==> src/rtl/weight_fetch_pkg.sv <==
// rtl/weight_fetch_pkg.sv - shared types, codes and helpers for the weight fetch unit
package weight_fetch_pkg;

  typedef enum logic [1:0] {
    IDLE  = 2'd0,
    REQ3  = 2'd1,
    REQ1  = 2'd2,
    DRAIN = 2'd3
  } state_t;

  localparam logic [1:0] MODE_BOTH = 2'b00;
  localparam logic [1:0] MODE_3X3  = 2'b01;
  localparam logic [1:0] MODE_1X1  = 2'b10;

  localparam logic KIND_3X3 = 1'b0;
  localparam logic KIND_1X1 = 1'b1;

  function automatic int unsigned ceil_words(input int unsigned count, input int unsigned wpw);
    return (count + wpw - 1) / wpw;
  endfunction

endpackage

==> src/rtl/wfu_credit_cnt.sv <==
// rtl/wfu_credit_cnt.sv - outstanding read counter with issue-credit flag
module wfu_credit_cnt #(
  parameter int MAX_OUT = 4,
  parameter int CNT_W   = $clog2(MAX_OUT + 1)
) (
  input  logic             clk,
  input  logic             rst,
  input  logic             inc,
  input  logic             dec,
  output logic [CNT_W-1:0] count,
  output logic             can_issue
);

  logic [CNT_W-1:0] count_next;

  always_comb begin
    count_next = count;
    if (inc && !dec) begin
      count_next = count + CNT_W'(1);
    end else if (dec && !inc) begin
      count_next = count - CNT_W'(1);
    end
  end

  // Looks one cycle ahead so the registered request valid never overshoots the limit
  assign can_issue = count_next < CNT_W'(MAX_OUT);

  always_ff @(posedge clk) begin
    if (rst) begin
      count <= '0;
    end else begin
      count <= count_next;
    end
  end

endmodule

==> src/rtl/weight_fetch_unit.sv <==
// rtl/weight_fetch_unit.sv - fetches 3x3 then 1x1 kernel words for one output channel
module weight_fetch_unit
  import weight_fetch_pkg::*;
#(
  parameter int DATA_W  = 32,
  parameter int WGT_W   = 8,
  parameter int ADDR_W  = 32,
  parameter int CH_W    = 8,
  parameter int IDX_W   = 12,
  parameter int MAX_OUT = 4
) (
  input  logic                   clk,
  input  logic                   rst,
  input  logic                   start,
  input  logic [1:0]             mode,
  input  logic [CH_W-1:0]        in_ch,
  input  logic [CH_W-1:0]        out_ch_idx,
  input  logic [ADDR_W-1:0]      w3_base,
  input  logic [ADDR_W-1:0]      w1_base,
  output logic                   busy,
  output logic                   done,
  output logic                   err,
  output logic [ADDR_W-1:0]      req_addr,
  output logic                   req_vld,
  input  logic                   req_rdy,
  input  logic [DATA_W-1:0]      rsp_data,
  input  logic                   rsp_vld,
  output logic                   rsp_rdy,
  output logic [CH_W+IDX_W:0]    wbuf_waddr,
  output logic [DATA_W-1:0]      wbuf_wdata,
  output logic                   wbuf_wen,
  input  logic                   wbuf_rdy
);

  localparam int unsigned WPW = DATA_W / WGT_W;
  localparam int CNT_W = IDX_W + 1;
  localparam int OUT_W = $clog2(MAX_OUT + 1);
  localparam logic [ADDR_W-1:0] STRIDE = ADDR_W'(DATA_W / 8);

  state_t           state, state_nxt;
  logic [CNT_W-1:0] n3, n1, n3_new, n1_new;
  logic [CNT_W-1:0] req_left, req_left_nxt, rsp_cnt, rsp_cnt_nxt;
  logic [CH_W-1:0]  och;
  logic [ADDR_W-1:0] a1, a3_new, a1_new, req_addr_nxt;
  logic             req_vld_nxt, done_nxt;
  logic [OUT_W-1:0] outstanding;
  logic             can_issue, accept, req_hs, rsp_hs, rsp_counted, kind;
  logic [CNT_W-1:0] idx_full;

  assign accept      = start && (state == IDLE);
  assign req_hs      = req_vld && req_rdy;
  assign rsp_hs      = rsp_vld && wbuf_rdy;
  assign rsp_counted = rsp_hs && (outstanding != '0);

  assign busy       = (state != IDLE);
  assign rsp_rdy    = wbuf_rdy;
  assign wbuf_wen   = rsp_counted;
  assign wbuf_wdata = rsp_data;

  wfu_credit_cnt #(.MAX_OUT(MAX_OUT), .CNT_W(OUT_W)) u_credit (
    .clk       (clk),
    .rst       (rst),
    .inc       (req_hs),
    .dec       (rsp_counted),
    .count     (outstanding),
    .can_issue (can_issue)
  );

  always_comb begin
    n3_new = CNT_W'(ceil_words(32'(in_ch) * 32'd9, WPW));
    n1_new = CNT_W'(ceil_words(32'(in_ch), WPW));
    if (mode == MODE_1X1) n3_new = '0;
    if (mode == MODE_3X3) n1_new = '0;
    a3_new = w3_base + ADDR_W'(out_ch_idx) * ADDR_W'(n3_new) * STRIDE;
    a1_new = w1_base + ADDR_W'(out_ch_idx) * ADDR_W'(n1_new) * STRIDE;
  end

  always_comb begin
    kind     = (rsp_cnt >= n3) ? KIND_1X1 : KIND_3X3;
    idx_full = (kind == KIND_1X1) ? (rsp_cnt - n3) : rsp_cnt;
  end
  assign wbuf_waddr = {kind, och, idx_full[IDX_W-1:0]};

  always_comb begin
    state_nxt    = state;
    req_left_nxt = req_left;
    req_addr_nxt = req_addr;
    rsp_cnt_nxt  = rsp_cnt + CNT_W'(rsp_counted);
    done_nxt     = 1'b0;
    case (state)
      IDLE: begin
        if (start) begin
          rsp_cnt_nxt  = '0;
          req_addr_nxt = a3_new;
          if (n3_new != '0) begin
            state_nxt    = REQ3;
            req_left_nxt = n3_new;
          end else if (n1_new != '0) begin
            state_nxt    = REQ1;
            req_left_nxt = n1_new;
            req_addr_nxt = a1_new;
          end else begin
            state_nxt    = DRAIN;
            req_left_nxt = '0;
          end
        end
      end
      REQ3, REQ1: begin
        if (req_hs) begin
          req_left_nxt = req_left - CNT_W'(1);
          req_addr_nxt = req_addr + STRIDE;
          if (req_left == CNT_W'(1)) begin
            state_nxt = DRAIN;
            if (state == REQ3) begin
              req_addr_nxt = a1;
              if (n1 != '0) begin
                state_nxt    = REQ1;
                req_left_nxt = n1;
              end
            end
          end
        end
      end
      DRAIN: begin
        if (rsp_cnt_nxt == n3 + n1) begin
          state_nxt = IDLE;
          done_nxt  = 1'b1;
        end
      end
      default: state_nxt = IDLE;
    endcase
    req_vld_nxt = ((state_nxt == REQ3) || (state_nxt == REQ1)) && (req_left_nxt != '0) && can_issue;
  end

  always_ff @(posedge clk) begin
    if (rst) begin
      state    <= IDLE;
      req_left <= '0;
      rsp_cnt  <= '0;
      req_addr <= '0;
      req_vld  <= 1'b0;
      done     <= 1'b0;
      err      <= 1'b0;
      n3       <= '0;
      n1       <= '0;
      och      <= '0;
      a1       <= '0;
    end else begin
      state    <= state_nxt;
      req_left <= req_left_nxt;
      rsp_cnt  <= rsp_cnt_nxt;
      req_addr <= req_addr_nxt;
      req_vld  <= req_vld_nxt;
      done     <= done_nxt;
      if (accept) begin
        n3  <= n3_new;
        n1  <= n1_new;
        och <= out_ch_idx;
        a1  <= a1_new;
      end
      // A response with nothing outstanding is dropped but flagged
      if (rsp_hs && (outstanding == '0)) begin
        err <= 1'b1;
      end else if (accept) begin
        err <= 1'b0;
      end
    end
  end

endmodule

==> config.mk <==
export PLATFORM = sky130hd
export DESIGN_NAME = weight_fetch_unit
export DESIGN_NICKNAME = d
export VERILOG_FILES = /design/src/rtl/weight_fetch_pkg.sv /design/src/rtl/wfu_credit_cnt.sv /design/src/rtl/weight_fetch_unit.sv
export SDC_FILE = /design/constraint.sdc
export NUM_CORES = 1
export LEC_CHECK = 0
export ABC_AREA = 1
export ABC_CLOCK_PERIOD_IN_PS = 11300
export BUFFER_PORTS_ARGS = -buffer_cell sky130_fd_sc_hd__buf_2
export CAP_MARGIN = 20
export CORE_MARGIN = 2
export CORE_UTILIZATION = 60
export CTS_CLUSTER_SIZE = 8
export DETAILED_ROUTE_END_ITERATION = 8
export GPL_ROUTABILITY_DRIVEN = 0
export PLACE_DENSITY = 0.81
export SYNTH_ARGS = -nofsm -noshare
export SYNTH_HDL_FRONTEND = slang
export SYNTH_SLANG_ARGS = --single-unit
==> constraint.sdc <==
create_clock -name clk -period 11.3 [get_ports clk]
set_input_delay 1.13 -clock clk [delete_from_list [all_inputs] [get_ports clk]]
set_output_delay 1.13 -clock clk [all_outputs]
set_load 0.02 [all_outputs]
==> impl_metrics.xml <==
<?xml version="1.0" encoding="UTF-8"?>
<metrics>
  <group name="cts">
    <metric name="cts_resized" unit="">0</metric>
    <metric name="cts_tree" unit="">built</metric>
    <metric name="ctsHoldBuffers" unit="">0</metric>
    <metric name="clk_pin_slew_worst_paths" unit="ns">0.07</metric>
    <metric name="cts_num_sinks" unit="">123</metric>
    <metric name="cts_buffer_depth" unit="">2</metric>
    <metric name="ctsRootBufferMaster" unit="">clkbuf_16</metric>
    <metric name="clock_buffer_count_from_cts" unit="">17</metric>
    <metric name="clk-insertion-delay-late" unit="ns">0.43</metric>
    <metric name="htreeDepth" unit="">4</metric>
    <metric name="cts.repair_timing.setup_buffer_count" unit="">0</metric>
  </group>
  <group name="final_layout">
    <metric name="area_of_all_placed_cells_without_fillers" unit="mm2">0.01690</metric>
    <metric name="design.final.nets" unit="">2777</metric>
    <metric name="share_of_layout_cells_above_drive_strength_1" unit="%">9.275</metric>
    <metric name="post_layout_nonfiller_instances" unit="">2762</metric>
    <metric name="multiInputGateArea" unit="mm2">0.01128</metric>
    <metric name="nFillCells" unit="">2332</metric>
    <metric name="ff_latch_area" unit="mm2">0.002462</metric>
    <metric name="area_growth_syn_to_layout" unit="%">8.179</metric>
  </group>
  <group name="synth">
    <metric name="synth.top_cell.area_share" unit="%">15.76</metric>
    <metric name="synth_common_cells" unit="">nand2_1, inv_1, nor2_1, ha_1</metric>
    <metric name="synth.distinct_cells" unit="">56</metric>
    <metric name="post_synth.cell_area_avg" unit="um2">6.678</metric>
    <metric name="synthArstFlopShare" unit="%">0</metric>
    <metric name="synth_sequential_area_ratio" unit="%">15.76</metric>
    <metric name="ys.warnings.count" unit="">0</metric>
    <metric name="yosys_most_used_dff" unit="">dfxtp_1</metric>
    <metric name="synth.most_common_cell" unit="">nand2_1</metric>
    <metric name="post_synth_design_cell_area" unit="mm2">0.01562</metric>
    <metric name="yosys_register_bits" unit="">123</metric>
    <metric name="synthesized_nets" unit="">2702</metric>
    <metric name="synth_area_leader_cell" unit="">dfxtp_1</metric>
    <metric name="synth_edf_count" unit="">0</metric>
    <metric name="cell_count_after_synthesis" unit="">2339</metric>
    <metric name="synthTopCellsByArea" unit="">dfxtp_1, ha_1, nand2_1, fa_1, inv_1</metric>
  </group>
  <group name="pwr">
    <metric name="pwr_cell_area" unit="mW/mm2">257.0</metric>
    <metric name="peakVddDrop" unit="uV">274.3</metric>
    <metric name="cell_leakage_power" unit="nW">8.709</metric>
  </group>
  <group name="setup_path">
    <metric name="arrival_worst_endpoint" unit="ns">8.90</metric>
    <metric name="worst_path_buf_inv" unit="">8</metric>
    <metric name="crit_path_max_fanout" unit="">14</metric>
    <metric name="worst-setup-path-type" unit="">input port to flip-flop</metric>
    <metric name="worst_setup_path_start_kind" unit="">input port</metric>
    <metric name="critical_path.slowest_cell" unit="">fa_1</metric>
    <metric name="crit_path_max_incr_delay" unit="ns">0.55</metric>
    <metric name="critical_path_required" unit="ns">11.60</metric>
    <metric name="worst_setup_path_end_kind" unit="">flip-flop</metric>
    <metric name="cp_common_cell" unit="">inv_1</metric>
    <metric name="path_delay_family" unit="">adder cells</metric>
  </group>
  <group name="sta">
    <metric name="grt_setup_unrepaired" unit="">false</metric>
    <metric name="maxClockFrequency" unit="MHz">116.3</metric>
    <metric name="fin_skew" unit="ns">0.01194</metric>
    <metric name="totalNegativeSetupSlack" unit="ns">0</metric>
    <metric name="final-max-slew-violation-count" unit="">0</metric>
    <metric name="fin_crit" unit="ns">8.598</metric>
    <metric name="max-slew-margin-rel" unit="%">47.76</metric>
    <metric name="layout_worst_path_cycle_share" unit="%">76.09</metric>
    <metric name="worst_pin_slew" unit="ns">0.7836</metric>
    <metric name="timing.final.hold_violations" unit="">0</metric>
    <metric name="final_report_setup_violation_count" unit="">0</metric>
  </group>
  <group name="place">
    <metric name="dpl-instance-area" unit="mm2">0.01629</metric>
    <metric name="placed_cells" unit="">2729</metric>
    <metric name="portBuffers" unit="">146</metric>
    <metric name="place_hpwl" unit="um">37020</metric>
  </group>
  <group name="die">
    <metric name="initial_utilization" unit="%">60.46</metric>
    <metric name="floorplan.rows" unit="">59</metric>
    <metric name="floorplan.die.height" unit="um">165.4</metric>
    <metric name="core_area" unit="mm2">0.02584</metric>
    <metric name="die_w" unit="um">165.4</metric>
    <metric name="design.die.area" unit="mm2">0.02734</metric>
    <metric name="ios" unit="">211</metric>
  </group>
  <group name="grt">
    <metric name="grt_start_max_net_pins" unit="">66</metric>
    <metric name="vias_in_the_first_global_route" unit="">15210</metric>
    <metric name="global_route_wire_length_before_repair" unit="um">75110</metric>
    <metric name="grt.overflow.total" unit="">0</metric>
    <metric name="number_of_antenna_violations_at_the_first_check_in_global_routing" unit="">2</metric>
    <metric name="grt.total_usage" unit="%">34.64</metric>
  </group>
  <group name="route">
    <metric name="drt_first_iter_violations" unit="">1761</metric>
    <metric name="detail-route-antenna-nets" unit="">0</metric>
    <metric name="dr_total_vias" unit="">16350</metric>
    <metric name="postRouteWirelength" unit="um">46980</metric>
    <metric name="remaining_drc_errors" unit="">0</metric>
    <metric name="wl_per_cell" unit="um">17.01</metric>
    <metric name="detail_route.vias_per_cell" unit="">5.918</metric>
    <metric name="detail_route.first_pass.iterations" unit="">6</metric>
  </group>
  <group name="min_path">
    <metric name="hold_path.class" unit="">flip-flop to flip-flop</metric>
  </group>
  <group name="job">
    <metric name="cap_violations" unit="">0</metric>
  </group>
  <group name="outcome">
    <metric name="status" unit="">finished, final reports clean</metric>
  </group>
</metrics>
metal layers:
metal / track usage [%] / wire (um) / share of wire, %
met1: 46.94 / 19180 / 41
met2: 52.88 / 20050 / 43
met3: 6.993 / 5409 / 12
met4: 16.58 / 2324 / 4.9
met5: 0 / 13 / 0.028
path summary, 6_finish.rpt:
path | cells past startpoint | slack, ns | endpoint | startpoint
worst max-delay path | 40 | 2.70 | req_addr[28] | in_ch[3]
worst min-delay path | 2 | 0.48 | a1[0] | a1[0]
worst max register to register | 24 | 7.77 | req_vld | u_credit.count[0]
worst min register to register | 2 | 0.48 | a1[0] | a1[0]
stage by stage:
step	hold WS [ns]	worst slack [ns]	utilization (%)	total power, mW
after floorplan	0.4478	3.452	-	2.811
after global placement	0.4599	2.717	63.04	3.617
after detailed placement	0.4641	2.409	63.04	3.685
after CTS	0.4747	2.803	65.31	4.255
after global routing	0.4905	2.097	65.40	4.679
final	0.4756	2.702	65.40	4.343
placed cells by master (no fill, tap or decap), types with 8 or more instances in the layout:
cell	n
nand2_1	457
inv_1	347
nor2_1	252
ha_1	161
o21ai_0	152
a21oi_1	152
nand3_1	149
buf_2	146
dfxtp_1	123
fa_1	82
xor2_1	80
xnor2_1	33
nand4_1	30
o211ai_1	28
a31oi_1	26
nor3_1	25
o22ai_1	23
o21ai_1	17
clkbuf_16	17
a21o_1	11
o21bai_1	9
buf_4	8
kinds of logic (layout without fill, tap and decap cells):
logic type                 Yosys count  count (layout)  share of synthesized area, %
buffers and inverters              454             541                         12.00
and+or+nand+nor                    966             966                         26.76
AOI/OAI and AO/OA                  439             439                         15.67
muxes                                1               1                       0.06408
xor gates and xnor gates           113             113                         6.336
adders and majority gates          243             243                         23.41
other                                0               1                             0
DFF                                123             123                         15.76
layout make-up:
class	count	area share, %
repair buffers	155	4.798
diodes	1	0.01481
flip-flops and latches	123	14.57
clock buffers	21	2.784
well taps	335	2.481
clock inverters	10	0.6886
inverters	355	7.886
multi-input cells	1762	66.77
registers in the layout (all words and copies together), names as in the netlist:
name	cells
err	1
rsp_cnt	13
u_credit.count	3
a1	32
och	8
n1	7
req_addr	32
state	2
req_left	13
n3	10
done	1
req_vld	1
where the power goes:
group          total, mW  internal [mW]  switching [mW]
combinational       3.18           1.07            2.12
sequential         0.603          0.514          0.0898
clock              0.558          0.341           0.217
tightest hold or removal path: stages, from the launching register on:
cell	delay (ns)
dfxtp_1	0.31
nand3_1	0.07
nand2_1	0.05
(Power assumes the default switching activity.)
